### config.mk
export PLATFORM = sky130hd
export DESIGN_NAME = alu_result_splitter
export DESIGN_NICKNAME = d
export VERILOG_FILES = /design/src/rtl/alu_result_splitter.sv
export SDC_FILE = /design/constraint.sdc
export NUM_CORES = 1
export LEC_CHECK = 0
export CORE_ASPECT_RATIO = 0.6
export CORE_UTILIZATION = 40
export CTS_CLUSTER_SIZE = 8
export DETAILED_ROUTE_END_ITERATION = 12
export PLACE_DENSITY = 0.66
export SLEW_MARGIN = 20
export SYNTH_ARGS = -nofsm -noshare
export SYNTH_HDL_FRONTEND = slang
export SYNTH_SLANG_ARGS = --single-unit
### constraint.sdc
create_clock -name CLK -period 2.8 [get_ports CLK]
set_input_delay 0.7 -clock CLK [delete_from_list [all_inputs] [get_ports CLK]]
set_output_delay 0.7 -clock CLK [all_outputs]
set_load 0.005 [all_outputs]
### src/rtl/alu_result_splitter.sv
// ALU result return path: captures a wide ALU result and streams it
// to the UART transmitter one frame at a time, least-significant first.
module alu_result_splitter #(
   parameter int Input_data_width  = 16,
   parameter int Output_data_width = 8
) (
   input  logic                         CLK,
   input  logic                         RST,
   input  logic [Input_data_width-1:0]  ALU_OUT,
   input  logic                         OUT_VALID,
   input  logic                         TX_Busy,
   output logic [Output_data_width-1:0] TX_P_Data,
   output logic                         TX_Data_Valid,
   output logic                         Busy,
   output logic                         Overrun
);

   localparam int NBYTES = Input_data_width / Output_data_width;
   localparam int CW     = (NBYTES > 1) ? $clog2(NBYTES) : 1;
   localparam logic [CW-1:0] LAST = CW'(NBYTES - 1);

   typedef enum logic [1:0] {
      IDLE      = 2'd0,
      SEND      = 2'd1,
      WAIT_ACK  = 2'd2,
      WAIT_DONE = 2'd3
   } state_t;

   state_t                         state_q, state_d;
   logic [Input_data_width-1:0]    shift_q, shift_d;
   logic [CW-1:0]                  cnt_q, cnt_d;
   logic [Output_data_width-1:0]   txd_q, txd_d;
   logic                           txv_q, txv_d;
   logic                           busy_q, busy_d;
   logic                           ovr_q, ovr_d;

   always_ff @(posedge CLK or negedge RST) begin
      if (!RST) begin
         state_q <= IDLE;
         shift_q <= '0;
         cnt_q   <= '0;
         txd_q   <= '0;
         txv_q   <= 1'b0;
         busy_q  <= 1'b0;
         ovr_q   <= 1'b0;
      end else begin
         state_q <= state_d;
         shift_q <= shift_d;
         cnt_q   <= cnt_d;
         txd_q   <= txd_d;
         txv_q   <= txv_d;
         busy_q  <= busy_d;
         ovr_q   <= ovr_d;
      end
   end

   always_comb begin
      state_d = state_q;
      shift_d = shift_q;
      cnt_d   = cnt_q;
      unique case (state_q)
         IDLE: begin
            if (OUT_VALID) begin
               shift_d = ALU_OUT;
               cnt_d   = '0;
               state_d = SEND;
            end
         end
         SEND: begin
            if (!TX_Busy) state_d = WAIT_ACK;
         end
         WAIT_ACK: begin
            if (TX_Busy) state_d = WAIT_DONE;
         end
         WAIT_DONE: begin
            if (!TX_Busy) begin
               shift_d = shift_q >> Output_data_width;
               // counter saturates on the last frame; cleared on capture
               if (cnt_q == LAST) begin
                  state_d = IDLE;
               end else begin
                  cnt_d   = cnt_q + 1'b1;
                  state_d = SEND;
               end
            end
         end
         default: state_d = IDLE;
      endcase
   end

   always_comb begin
      txd_d  = txd_q;
      txv_d  = 1'b0;
      busy_d = (state_d != IDLE);
      ovr_d  = OUT_VALID && (state_q != IDLE);
      if (state_q == SEND && !TX_Busy) begin
         txd_d = shift_q[Output_data_width-1:0];
         txv_d = 1'b1;
      end
   end

   assign TX_P_Data     = txd_q;
   assign TX_Data_Valid = txv_q;
   assign Busy          = busy_q;
   assign Overrun       = ovr_q;

endmodule
[Word-level counts from Yosys, hierarchy flattened]
Index checks and enable logic that the tools add are counted.
Storage, ports and cells
  register bits after elaboration: 30
  input port bits: 20
  output and inout bits: 11
  word-level logic and storage cells: 35
Cells by class
  add/sub/neg operators: 1
  equality and inequality tests: 5
  muxes and demuxes: 14
  reduce and logical (&&, ||, !) cells: 8
Operators by type and width (number)
  16-bit 2-to-1 mux: 2
  16-bit one-hot mux with 2 select lines: 1
  2-bit 2-to-1 mux: 4
  2-bit one-hot mux with 4 select lines: 1
  2-bit nonzero test: 3
  1-bit 2-to-1 mux: 5
  2-bit == test (second input constant): 2
  2-bit inequality test (second input constant): 2
  3-bit AND reduction: 1
  2-bit by 1-bit == test with 1-bit output (second input constant): 1
  1-bit logical AND: 2
  2-bit zero test: 1
  1-bit one-hot mux with 2 select lines: 1
  1-bit adder (second input constant): 1
  1-bit zero test: 1

[Logic depth before layout (Yosys ltp)]
Gate-level depths: netlist of run 1.
  depth after elaboration: 4
  mapped depth: 5

[Worst setup path before layout of run 1]
Ideal clock, no wire load.
  path type: input -> register
  start: input TX_Busy
  end: register shift_q[3]
  arrival time: 1.568 ns
  data required time: 2.675 ns
  setup slack: 1.107 ns
  stages on the path: 4
  path buffers: 1
  cells stage by stage: and2b_4 a21oi_4 buf_6 mux2_4
On the way
  cells in the longest elaborated chain, start to end: 2
RTL lines
  start: declaration: RTL line 11  | input logic TX_Busy,
  2-bit inequality test (no line)
  3-bit AND reduction (no line)
  end signal: assignment: RTL line 48  | shift_q <= shift_d;
  end: declaration: RTL line 30  | logic [Input_data_width-1:0] shift_q, shift_d;
No other way between the ends.
A chain may end at the register's enable or synchronous reset.

[Worst setup path in the final report of run 1]
  start: input TX_Busy
  end: register shift_q[6]
The elaborated chain is that of the path after synthesis.

==> results of run 1 <==
==> power groups by stage <==
stage | registers (mW) | clock network, mW | logic (mW)
2_1_floorplan | 0.730 | 0 | 0.469
4_1_cts | 0.797 | 0.358 | 0.643
5_1_grt | 0.827 | 0.376 | 0.695
6_report | 0.796 | 0.348 | 0.628
3_5_place_dp | 0.804 | 0 | 0.638
3_3_place_gp | 0.796 | 0 | 0.619
==> area by class of cell <==
cell class / count / area (um^2)
clock buffers: 7 / 86.3
clock inverters: 1 / 5.00
fillers: 250 / 1250
inverters: 1 / 3.75
multi-input cells: 56 / 517
flip-flops and latches: 30 / 751
well taps: 42 / 52.6
repair buffers: 32 / 315
==> logic make-up (layout without fill, tap and decap cells) <==
group / Yosys count / after routing / synth area share
buffers and inverters: 6 / 41 / 0.0315
flip-flops: 30 / 30 / 0.574
AND/OR/NAND/NOR: 18 / 18 / 0.102
multiplexers: 24 / 24 / 0.212
XOR/XNOR: 1 / 1 / 0.00669
AO/OA/AOI/OAI: 13 / 13 / 0.0736
==> critical path: cells and delay by family <==
kind                   cells  cell delay (ps)
AO/OA/AOI/OAI              1              450
AND/OR/NAND/NOR            1              210
buffers and inverters      1              490
multiplexers               1              400
==> sequential cells by signal, indices dropped and copies added, names as in the netlist <==
name	flops
shift_q	16
TX_P_Data	8
state_q	2
Busy	1
Overrun	1
TX_Data_Valid	1
cnt_q	1
==> final timing paths <==
kind / to / slack [ps] / start / cells after the start
worst min-delay path: shift_q[13]$_DFFE_PN0P_ / 470 / shift_q[13]$_DFFE_PN0P_ / 1
worst max register to register: shift_q[6]$_DFFE_PN0P_ / 950 / state_q[1]$_DFF_PN0_ / 3
worst min register to register: shift_q[13]$_DFFE_PN0P_ / 470 / shift_q[13]$_DFFE_PN0P_ / 1
worst max-delay path: shift_q[6]$_DFFE_PN0P_ / 710 / TX_Busy / 4
min in group asynchronous: shift_q[3]$_DFFE_PN0P_ / 810 / RST / 2
max in group asynchronous: shift_q[10]$_DFFE_PN0P_ / 1720 / RST / 2
==> routing by layer <==
metal / vias to the layer above / wire length (um) / track usage
met5: - / 0 / 0
li1: 396 / - / -
met4: 0 / 28 / 0.0778
met3: 5 / 172 / 0.0700
met1: 413 / 1160 / 0.200
met2: 25 / 1090 / 0.257
==> placed cells by master, fill, tap and decap left out <==
master,synthesis,layout
nor3b_2,1,1
a21oi_1,1,1
clkinv_1,1,1
clkinv_2,0,1
a21oi_4,1,1
clkbuf_8,0,6
and2b_4,1,1
mux2_1,14,14
dfrtp_1,30,30
clkbuf_1,2,1
nor2_1,2,2
a21o_1,8,8
nand2_2,1,1
nand2_1,2,2
mux2_2,8,8
mux2_4,2,2
nor4b_1,8,8
clkdlybuf4s50_1,0,30
buf_4,1,2
nor2b_1,2,2
xor2_1,1,1
nand3b_1,1,1
o21ai_0,3,3
==> impl_metrics.tcl, run 1 <==
set metrics [dict create \
    max_freq_mhz 478 \
    cp.required_ps 2960 \
    arrival_ps 2250 \
    clock-sinks 30 \
    seqPwrFrac 0.449 \
    ys_ff_latch 30 \
    fin_tns_setup_ps 0 \
    finalCritPeriodShare 0.747 \
    drtAntennaViolNets 0 \
    core_um2 2980 \
    skew_ps 4.97 \
    cts_buffer_depth 2 \
    tightest_slew_ps 591 \
    drtPass1Iterations 3 \
    dp_hpwl_um 1640 \
    place_inst 161 \
    ctsResizeCount 0 \
    synthCells 92 \
    clkTransAtPathRegs_ps 60 \
    clk_latency_ps 280 \
    powerDensity_nw_per_um2 1020 \
    grt_pass1_vias 834 \
    port_buffers 30 \
    remaining_drc_errors 0 \
    start_util 0.439 \
    rsz0062_at_grt "no" \
    cpPeakStageDelay_ps 490 \
    synth_seq_area_share 0.574 \
    critPathCaptureType "flip-flop" \
    io_pins 31 \
    cts_root_buf "clkbuf_8" \
    drv_slew 0 \
    antenna_found_initial 0 \
    antenna_cells 0 \
    power.switching_mw 0.536 \
    max-cap-violations 0 \
    rows 15 \
    critical_path.slowest_cell "clkdlybuf4s50_1" \
    grt-ovfl-total 0 \
    grt_pass1_wl_um 3850 \
    cts_inserted_buffers 5 \
    swShare 0.303 \
    yosysTopAreaCell "dfrtp_1" \
    yosysWarnings 0 \
    drt-initial-drc-count 21 \
    postSynth.asyncResetShare 1.00 \
    synth_cell_type_count 21 \
    critPathMaxFanout 16 \
    synth.most_common_cell "dfrtp_1" \
    area.growth.synth_to_final_pct 32.2 \
    num_vias 839 \
    synth-main-ff-cell "dfrtp_1" \
    cts_setup_buffers 0 \
    place_congestion 0.696 \
    total_power_mw 1.77 \
    die_area_um2 3510 \
    syn_nets 112 \
    peakVddDrop_mv 0.468 \
    routed_wl_um 2450 \
    finalHoldViolCount 0 \
    dpl_worst_slack_ps 412 \
    synth_edf_count 0 \
    die_h_um 46.3 \
    p_int_mw 1.24 \
    pwr-share-comb 0.355 \
    syn_area_um2 1310 \
    grt_use_total 0.165 \
    pwr-share-clk 0.196 \
    synth.area.top_cells "dfrtp_1 57%, mux2_1 12%, mux2_2 6.9%" \
    tritoncts "done" \
    leakage_nw 0.786 \
    min_path_type "flip-flop to flip-flop" \
    fin_util 0.580 \
    wire_per_inst_um 14.5 \
    slew_headroom 0.606 \
    timing.final.ws_setup_ps 709 \
    cts_hold_buf 0 \
    yosys-top-cells-count "30 x dfrtp_1, 14 x mux2_1, 8 x a21o_1, 8 x mux2_2, 8 x nor4b_1" \
    htree_num_levels 2 \
    critPathLaunchType "input pin" \
    status "complete, no violations" \
    setup_violations 0 \
    synth_top_area_frac 0.574 \
    hold-worst-slack_ps 471 \
    period_needed_ps 2090 \
    fin_cells 169 \
    finalNetCount 146 \
    final_cell_area_um2 1730 \
    grt_max_degree 31 \
    routed_via_density 4.96 \
    avgSynthCellArea_um2 14.2 \
    placed_area_um2 1640 \
    crit_chain "clkdlybuf4s50_1 > and2b_4 > a21oi_4 > mux2_2" \
    drive_gt1_frac 0.181 \
    path_class "input pin to flip-flop" \
    die_w_um 75.8 \
]
Note: power is estimated with default switching activity, not from simulation.
==> inputs of run 2 (changes only) <==
Clock period 2.8 ns to 2.1 ns, I/O delays scaled along.
==> run 2 against run 1 <==
Against the previous run: count of clock-buffer cells in the layout did not move; combinational power rose by 57%; power rose by 39%; worst setup slack got worse by 390 ps; sequential share of layout area fell by 1.0 points; flip-flop and latch count did not move; register-to-register slack got worse by 510 ps; largest cell class unchanged; highest routed layer unchanged.
==> impl_metrics.tcl, run 2 (same netlist as run 1, synthesis figures left out) <==
set metrics [dict create \
    hold_end "shift_q[13]$_DFFE_PN0P_" \
    leakage_nw 0.810 \
    tritoncts "done" \
    antenna_cells 0 \
    status "complete, no violations" \
    num_vias 843 \
    drtPass1Iterations 4 \
    peakVddDrop_mv 0.614 \
    cts_inserted_buffers 5 \
    grt-ovfl-total 0 \
    clkTransAtPathRegs_ps 60 \
    drive_gt1_frac 0.206 \
    max-cap-violations 0 \
    cts_root_buf "clkbuf_8" \
    r2r_end "shift_q[4]$_DFFE_PN0P_" \
    critPathMaxFanout 9 \
    largest_reg_flops 16 \
    routed_wl_um 2580 \
    die_h_um 46.3 \
    path_class "input pin to flip-flop" \
    port_buffers 30 \
    die_area_um2 3510 \
    grt_max_degree 31 \
    min_delay_path_depth 1 \
    p_int_mw 1.72 \
    cp.required_ps 2250 \
    io_pins 31 \
    grt_use_total 0.172 \
    powerDensity_nw_per_um2 1390 \
    reg2reg_slack_ps 440 \
    ctsResizeCount 0 \
    setup_violations 0 \
    drt-initial-drc-count 49 \
    dp_hpwl_um 1860 \
    slew_headroom 0.743 \
    swShare 0.305 \
    arrival_ps 1930 \
    final_cell_mix "30 x dfrtp_1, 30 x clkdlybuf4s50_1, 14 x mux2_1" \
    top_register "shift_q" \
    clock-sinks 30 \
    fin_tns_setup_ps 0 \
    finalNetCount 150 \
    finalHoldViolCount 0 \
    place_congestion 0.733 \
    core_um2 2980 \
    area.growth.synth_to_final_pct 35.5 \
    critPathLaunchType "input pin" \
    clk_latency_ps 270 \
    htree_num_levels 2 \
    cts_setup_buffers 0 \
    dpl_worst_slack_ps 40.2 \
    start_util 0.439 \
    total_power_mw 2.47 \
    die_w_um 75.8 \
    wire_per_inst_um 14.9 \
    antenna_found_initial 0 \
    tightest_slew_ps 385 \
    remaining_drc_errors 0 \
    rsz0062_at_grt "no" \
    timing.final.ws_setup_ps 321 \
    skew_ps 5.72 \
    hold-worst-slack_ps 469 \
    finalCritPeriodShare 0.847 \
    min_path_type "flip-flop to flip-flop" \
    power.switching_mw 0.753 \
    reg2regPathDepth 4 \
    grt_pass1_wl_um 4050 \
    cts_buffer_depth 2 \
    critPathCaptureType "flip-flop" \
    seqPwrFrac 0.414 \
    rr_startpoint "state_q[0]$_DFF_PN0_" \
    period_needed_ps 1780 \
    routed_via_density 4.87 \
    rows 15 \
    worstHoldStart "shift_q[13]$_DFFE_PN0P_" \
    pwr-share-comb 0.398 \
    drv_slew 0 \
    pwr-share-clk 0.188 \
    cts_hold_buf 0 \
    grt_pass1_vias 841 \
    drtAntennaViolNets 0 \
    max_freq_mhz 562 \
]
run 2: cell types whose count changed in the layout (fill, tap and decap cells not counted), sizes merged:
cell and change:
buf +4
run 2: per-stage QoR:
step,instances,util,area [um^2]
6_report,173,0.594,1770
4_1_cts,173,0.594,1770
5_1_grt,173,0.594,1770
3_3_place_gp,165,0.564,1680
2_1_floorplan,92,-,1310
3_5_place_dp,165,0.564,1680
run 2: worst max path at each step:
stage	start	endpoint	slack [ps]	depth (start not counted)
after floorplan	TX_Busy	shift_q[3]$_DFFE_PN0P_	580	4
after global placement	TX_Busy	TX_P_Data[0]$_DFFE_PN0P_	80	5
after detailed placement	TX_Busy	TX_P_Data[3]$_DFFE_PN0P_	40	5
after CTS	TX_Busy	TX_P_Data[3]$_DFFE_PN0P_	320	5
after global routing	TX_Busy	TX_P_Data[5]$_DFFE_PN0P_	290	5
final	TX_Busy	TX_P_Data[3]$_DFFE_PN0P_	320	5
run 2: power groups by stage:
stage / clock network [mW] / registers [mW] / logic, mW
6_report: 0.465 / 1.02 / 0.983
5_1_grt: 0.507 / 1.06 / 1.07
4_1_cts: 0.472 / 1.02 / 0.998
3_5_place_dp: 0 / 1.03 / 0.993
3_3_place_gp: 0 / 1.02 / 0.958
2_1_floorplan: 0 / 0.973 / 0.626
run 2: cell type report:
cell class                 count  area [um^2]
fill                         230         1210
sequential                    30          751
multi-input combinational     56          517
timing repair buffer          36          358
clock buffer                   7         86.3
tap                           42         52.6
clock inverter                 1         5.00
inverter                       1         3.75
run 2: critical path: stages:
cell and delay (ps):
clkdlybuf4s50_1 440, and2b_4 300, nor2b_1 130, buf_4 190, mux2_1 350
run 2: routing by layer:
| metal | up-vias | wire length [um] | GRT usage |
|---|---|---|---|
| li1 | 403 | - | - |
| met1 | 410 | 1300 | 0.231 |
| met2 | 28 | 1100 | 0.250 |
| met3 | 2 | 162 | 0.0635 |
| met4 | 0 | 16 | 0.0778 |
| met5 | - | 0 | 0 |
